File: src/rtl/mux_out_packer_if.sv
// Bus between the mux output packer and its neighbours: symbol input, clear, pop and FIFO status.
// Optional rd_parity signal is present when PACKER_PARITY_EN is defined.
interface mux_out_packer_if #(
  parameter int SYM_W         = 2,
  parameter int SYMS_PER_WORD = 4,
  parameter int DEPTH         = 4
);
  localparam int W  = SYM_W * SYMS_PER_WORD;
  localparam int FW = $clog2(DEPTH + 1);

  // valid_in qualifies data_in for one edge with no backpressure; pop consumes
  // the head only when empty=0 and is silently ignored otherwise.
  logic [SYM_W-1:0] data_in;
  logic             valid_in;
  logic             sync_clr;
  logic             pop;
  logic [W-1:0]     rd_data;
  logic             empty;
  logic             full;
  logic [FW-1:0]    fill;
  logic             overflow;
`ifdef PACKER_PARITY_EN
  logic             rd_parity;
`endif

  modport master (
    output data_in, valid_in, sync_clr, pop,
    input  rd_data, empty, full, fill, overflow
`ifdef PACKER_PARITY_EN
    , input rd_parity
`endif
  );

  modport slave (
    input  data_in, valid_in, sync_clr, pop,
    output rd_data, empty, full, fill, overflow
`ifdef PACKER_PARITY_EN
    , output rd_parity
`endif
  );
endinterface

File: src/rtl/mux_out_packer.sv
// Packs 2-bit mux symbols MSB-first into words and buffers them in a FWFT FIFO.
// Define PACKER_PARITY_EN to store a parity bit per word and expose rd_parity.
module mux_out_packer #(
  parameter int SYM_W         = 2,
  parameter int SYMS_PER_WORD = 4,
  parameter int DEPTH         = 4
) (
  input  logic               clk,
  input  logic               reset_L,
  mux_out_packer_if.slave    bus
);
  localparam int W  = SYM_W * SYMS_PER_WORD;
  localparam int AW = (DEPTH > 1) ? $clog2(DEPTH) : 1;
  localparam int FW = $clog2(DEPTH + 1);
  localparam int CW = (SYMS_PER_WORD > 1) ? $clog2(SYMS_PER_WORD) : 1;
`ifdef PACKER_PARITY_EN
  localparam int EW = W + 1;
`else
  localparam int EW = W;
`endif

  localparam logic [CW-1:0] LAST_SYM = CW'(SYMS_PER_WORD - 1);
  localparam logic [FW-1:0] FILL_MAX = FW'(DEPTH);

  logic [W-1:0]  acc;
  logic [CW-1:0] sym_cnt;
  logic [W-1:0]  word_next;
  logic [EW-1:0] entry_next;
  logic [EW-1:0] mem [DEPTH];
  logic [AW-1:0] rd_ptr;
  logic [AW-1:0] wr_ptr;
  logic [FW-1:0] fill_q;
  logic          overflow_q;

  logic take_sym;
  logic push;
  logic do_pop;
  logic accept;
  logic drop;

  // Merge the current symbol into its slot so a completing word includes it.
  always_comb begin
    word_next = acc;
    for (int k = 0; k < SYMS_PER_WORD; k++) begin
      if (sym_cnt == CW'(k)) begin
        word_next[W-1-k*SYM_W -: SYM_W] = bus.data_in;
      end
    end
  end

`ifdef PACKER_PARITY_EN
  assign entry_next = {^word_next, word_next};
`else
  assign entry_next = word_next;
`endif

  assign take_sym = bus.valid_in && !bus.sync_clr;
  assign push     = take_sym && (sym_cnt == LAST_SYM);
  assign do_pop   = bus.pop && (fill_q != '0);
  // A pop on a full FIFO frees the slot the same edge's push needs.
  assign accept   = push && ((fill_q != FILL_MAX) || do_pop);
  assign drop     = push && !accept;

  always_ff @(posedge clk or negedge reset_L) begin
    if (!reset_L) begin
      acc     <= '0;
      sym_cnt <= '0;
    end else if (bus.sync_clr || push) begin
      acc     <= '0;
      sym_cnt <= '0;
    end else if (take_sym) begin
      acc     <= word_next;
      sym_cnt <= sym_cnt + 1'b1;
    end
  end

  always_ff @(posedge clk or negedge reset_L) begin
    if (!reset_L) begin
      rd_ptr     <= '0;
      wr_ptr     <= '0;
      fill_q     <= '0;
      overflow_q <= 1'b0;
    end else begin
      if (do_pop) rd_ptr <= rd_ptr + 1'b1;
      if (accept) wr_ptr <= wr_ptr + 1'b1;
      case ({accept, do_pop})
        2'b10:   fill_q <= fill_q + 1'b1;
        2'b01:   fill_q <= fill_q - 1'b1;
        default: fill_q <= fill_q;
      endcase
      if (drop) overflow_q <= 1'b1;
    end
  end

  // Storage needs no reset: entries are only visible while fill is non-zero.
  always_ff @(posedge clk) begin
    if (accept) mem[wr_ptr] <= entry_next;
  end

  assign bus.empty    = (fill_q == '0);
  assign bus.full     = (fill_q == FILL_MAX);
  assign bus.fill     = fill_q;
  assign bus.overflow = overflow_q;
  assign bus.rd_data  = bus.empty ? '0 : mem[rd_ptr][W-1:0];
`ifdef PACKER_PARITY_EN
  assign bus.rd_parity = bus.empty ? 1'b0 : mem[rd_ptr][W];
`endif
endmodule

File: src/flat_wrapper.sv
// flat-port wrapper written by rule: the top's interface ports become plain ports
module mux_out_packer_flat 
#(
  parameter int SYM_W         = 2,
  parameter int SYMS_PER_WORD = 4,
  parameter int DEPTH         = 4
)
  (clk, reset_L, bus_data_in, bus_valid_in, bus_sync_clr, bus_pop, bus_rd_data, bus_empty, bus_full, bus_fill, bus_overflow);
  mux_out_packer_if #(.SYM_W(SYM_W), .SYMS_PER_WORD(SYMS_PER_WORD), .DEPTH(DEPTH)) bus_i ();
  input  logic clk;
  input  logic reset_L;
  input wire logic [$bits(bus_i.data_in)-1:0] bus_data_in;
  input wire logic [$bits(bus_i.valid_in)-1:0] bus_valid_in;
  input wire logic [$bits(bus_i.sync_clr)-1:0] bus_sync_clr;
  input wire logic [$bits(bus_i.pop)-1:0] bus_pop;
  output wire logic [$bits(bus_i.rd_data)-1:0] bus_rd_data;
  output wire logic [$bits(bus_i.empty)-1:0] bus_empty;
  output wire logic [$bits(bus_i.full)-1:0] bus_full;
  output wire logic [$bits(bus_i.fill)-1:0] bus_fill;
  output wire logic [$bits(bus_i.overflow)-1:0] bus_overflow;
  assign bus_i.data_in = bus_data_in;
  assign bus_i.valid_in = bus_valid_in;
  assign bus_i.sync_clr = bus_sync_clr;
  assign bus_i.pop = bus_pop;
  assign bus_rd_data = bus_i.rd_data;
  assign bus_empty = bus_i.empty;
  assign bus_full = bus_i.full;
  assign bus_fill = bus_i.fill;
  assign bus_overflow = bus_i.overflow;
  mux_out_packer #(.SYM_W(SYM_W), .SYMS_PER_WORD(SYMS_PER_WORD), .DEPTH(DEPTH)) u_core (.clk(clk), .reset_L(reset_L), .bus(bus_i));
endmodule
File: config.mk
export PLATFORM = sky130hd
export DESIGN_NAME = mux_out_packer_flat
export DESIGN_NICKNAME = d
export VERILOG_FILES = /design/src/rtl/mux_out_packer_if.sv /design/src/rtl/mux_out_packer.sv /design/src/flat_wrapper.sv
export SDC_FILE = /design/constraint.sdc
export NUM_CORES = 1
export LEC_CHECK = 0
export CORE_UTILIZATION = 45
export CTS_CLUSTER_DIAMETER = 120
export DETAILED_ROUTE_END_ITERATION = 12
export PLACE_DENSITY = 0.65
export SYNTH_ARGS = -nofsm -noshare
export SYNTH_HDL_FRONTEND = slang
export SYNTH_SLANG_ARGS = --single-unit
export TNS_END_PERCENT = 30
File: constraint.sdc
create_clock -name clk -period 2.8 [get_ports clk]
set_input_delay 0.56 -clock clk [delete_from_list [all_inputs] [get_ports clk]]
set_output_delay 0.56 -clock clk [all_outputs]
set_load 0.02 [all_outputs]
==> metrics.md <==
| Metric | Value |
|---|---|
| Fin Hold WS | `0.489 ns` |
| Die Height | `72.6 um` |
| RSZ-0062 raised after global routing | `false` |
| # IOs | `21` |
| DRT Pass-1 Iters | `4` |
| Worst-path clk slew | `0.09 ns` |
| Clock Sinks | `50` |
| Syn_nets | `approximately 170` |
| # DRC | `0` |
| Clock skew | `0.00761 ns` |
| CTS buffer count | `5` |
| Final Max Slew Viols | `0` |
| FP Rows | `25` |
| Status | `finished clean` |
| Die X | `between 70 and 80 um` |
| Max-Slew Margin vs Limit | `44.4%` |
| Maxcap violations | `0` |
| Arr. time, crit path | `2.04 ns` |
| Critical path endpoint category | `primary output` |
| DRT antenna net count | `0` |
| Hpwl dp | `approximately 2.7 mm` |
| Grt total ovfl | `0` |
| Die Area | `5270 um2` |
| Layout filler cell count | `387` |
| Vias in the first global route | `1251` |
| Std-Cell Core Area | `4750 um2` |
| Share of the synthesized area in the top cell type | `42.8%` |
| Routed wire length | `3.86 mm` |
| Ratio of cells with drive above 1 in the final layout | `~18%` |
| Post-synthesis sequential area ratio | `62.9%` |
| Mapped Area | `between 2000 and 2500 um2` |
| Hold buffers post-CTS | `0` |
| CP cell instances | `buf_4 > mux4_2 > nor2b_1 > clkdlybuf4s50_1` |
| Fmax | `385 MHz` |
| Clock Tree Buf Depth | `2` |
| Crit path max-delay family | `buffers and inverters` |
| Initial detailed-routing violation count | `39` |
| Mean post-synth cell area | `15.2 um2` |
| Cells after synthesis | `between 100 and 150` |
| TritonCTS clock tree | `built` |
| Slowest stage cell, crit path | `clkdlybuf4s50_1` |
| Area of the multi-input gates | `approximately 770 um2` |
| Worst setup SP type | `flop` |
| Synth warn | `0` |
| Layout area overhead | `19.5%` |
| CP bufs+invs | `2` |
| H-tree depth | `2` |
| Final setup viols | `0` |
| First-pass GRT wire length | `6.56 mm` |
| Initial antenna violation count | `0` |
| Via count | `around 1200` |
| Final Hold Vio Count | `0` |
| Nets@finish | `192` |
| Routability cong. | `0.803` |
| Later-pin clock latency in the skew report | `0.29 ns` |
| FF/Latch Area | `1410 um2` |
| CP max stage delay | `0.53 ns` |
| Crit share post-route | `between 90% and 100%` |
| Maximum vdd drop | `310 uV` |
| Cell Pwr Density | `872 nW/um2` |
| Final setup TNS | `0 ns` |
| FF+latch count, synth | `50` |
| Commonest cells after routing, fill and taps aside | `edfxtp_1 (32), clkdlybuf4s50_1 (20), dfrtp_1 (18)` |
| Port Buffers | `20` |
| # diodes | `0` |
| Minimum clock period | `roughly 2.6 ns` |
| Worst hold path class | `flop to flop` |
| Largest net degree at the start of global routing | `19` |
| Root buffer cell | `clkbuf_8` |
| Worst setup path class | `flop to primary output` |
| Most common cell after layout, fill and taps aside | `edfxtp_1` |
| Vias per inst | `4.91` |
| Worst Max-Slew Pin Slew | `0.832 ns` |
| Req. time, crit path | `roughly 2.2 ns` |
| Initial Util | `47.2%` |
| Setup bufs post-CTS | `0` |
| Synth cell types | `26` |
| Area leader, netlist | `edfxtp_1` |
| GRT Total Usage | `17.2%` |
| Pleak | `1.06 nW` |
| PostCTS Resize Cnt | `0` |
| Top post-synthesis cells by area | `edfxtp_1 (43%), dfrtp_1 (20%), mux4_2 (8.0%)` |
| Crit-path max FO | `10` |
| Routed WL per cell | `approximately 16 um` |
worst reg2reg max path, cell delays in order (launching register included):
cell      delay [ns]
dfrtp_1         0.45
nor4b_2         0.34
and4bb_4        0.28
inv_1           0.05
ha_1            0.17
inv_1           0.06
fa_1            0.37
xor2_1          0.15
nor2_1          0.11
xor2_1          0.16
state kept, by name (all words and copies together), names as in the netlist:
signal / cells
u_core.acc: 8
u_core.rd_ptr: 2
u_core.wr_ptr: 2
u_core.sym_cnt: 2
u_core.mem: 32
u_core.bus.overflow: 1
u_core.bus.fill: 3
report_power, final:
part / total, W / leakage [nW] / internal (W) / switching [W]
Combinational: 0.000834 / 0.464 / 0.000444 / 0.000390
Sequential: 0.000927 / 0.528 / 0.000847 / 0.0000801
Clock: 0.000577 / 0.0658 / 0.000353 / 0.000224
Total: 0.00234 / 1.06 / 0.00164 / 0.000694
synth_stat cells:
| master | instances |
|---|---|
| nor4b_2 | 1 |
| nor2_1 | 9 |
| dfrtp_1 | 18 |
| and3_1 | 1 |
| ha_1 | 9 |
| buf_1 | 1 |
| and2_1 | 7 |
| nand2_1 | 3 |
| mux2_2 | 8 |
| clkbuf_1 | 3 |
| buf_2 | 2 |
| o22ai_1 | 1 |
| fa_1 | 1 |
| xor2_1 | 4 |
| o21ai_0 | 1 |
| mux2_4 | 1 |
| nor3_1 | 1 |
| inv_1 | 9 |
| and4bb_4 | 1 |
| a21oi_1 | 6 |
| mux4_2 | 8 |
| mux2i_1 | 2 |
| xnor2_1 | 2 |
| edfxtp_1 | 32 |
| a41o_1 | 1 |
| nor2b_1 | 16 |
cell type report:
cell class	instances	share of cell area, %
Tap cell	67	3.13
Timing Repair Buffer	26	9.15
Clock buffer	5	2.57
Clock inverter	3	2.38
Multi-Input combinational cell	83	28.9
Sequential cell	50	52.7
Inverter	9	1.26
worst paths after layout:
kind / start / endpoint / slack (ns) / depth (start not counted)
setup / recovery: u_core.rd_ptr[0]$_DFFE_PN0P_ / bus_rd_data[4] / 0.20 / 4
min in group asynchronous: reset_L / u_core.bus.fill[1]$_DFFE_PN0P_ / 0.73 / 1
setup reg to reg: u_core.bus.fill[1]$_DFFE_PN0P_ / u_core.bus.fill[2]$_DFFE_PN0P_ / 0.60 / 9
max in group asynchronous: reset_L / u_core.acc[5]$_DFFE_PN0P_ / 1.55 / 1
hold / removal: u_core.acc[1]$_DFFE_PN0P_ / u_core.acc[1]$_DFFE_PN0P_ / 0.49 / 1
hold reg to reg: u_core.acc[1]$_DFFE_PN0P_ / u_core.acc[1]$_DFFE_PN0P_ / 0.49 / 1
cell families (layout without fill, tap and decap cells):
group,after synthesis,count (layout),synth area share (%)
muxes,19,19,13.6
and+or+nand+nor,39,39,10.3
xor gates and xnor gates,6,6,2.34
buffers and inverters,15,43,2.62
AOI/OAI and AO/OA,9,9,2.29
adders and majority gates,10,10,5.91
DFF,50,50,62.9
metrics by stage:
stage               setup slack [ns]  area (um2)  cells  total power [W]  util, %
detailed placement            0.0857        2550    235          0.00179     53.6
global placement               0.138        2550    235          0.00177     53.6
CTS                            0.174        2680    243          0.00237     56.4
global route                  0.0883        2680    243          0.00247     56.4
finish                         0.203        2680    243          0.00234     56.4
floorplan                      0.644        2240    148          0.00146        -
metal layers:
layer / routed length (um) / global-route usage, %
met5: 0 / 0
met4: 42 / 5.23
met3: 117 / 3.87
met2: 1880 / 27.3
met1: 1820 / 23.9
No activity file was read; power rests on OpenSTA's default activity.
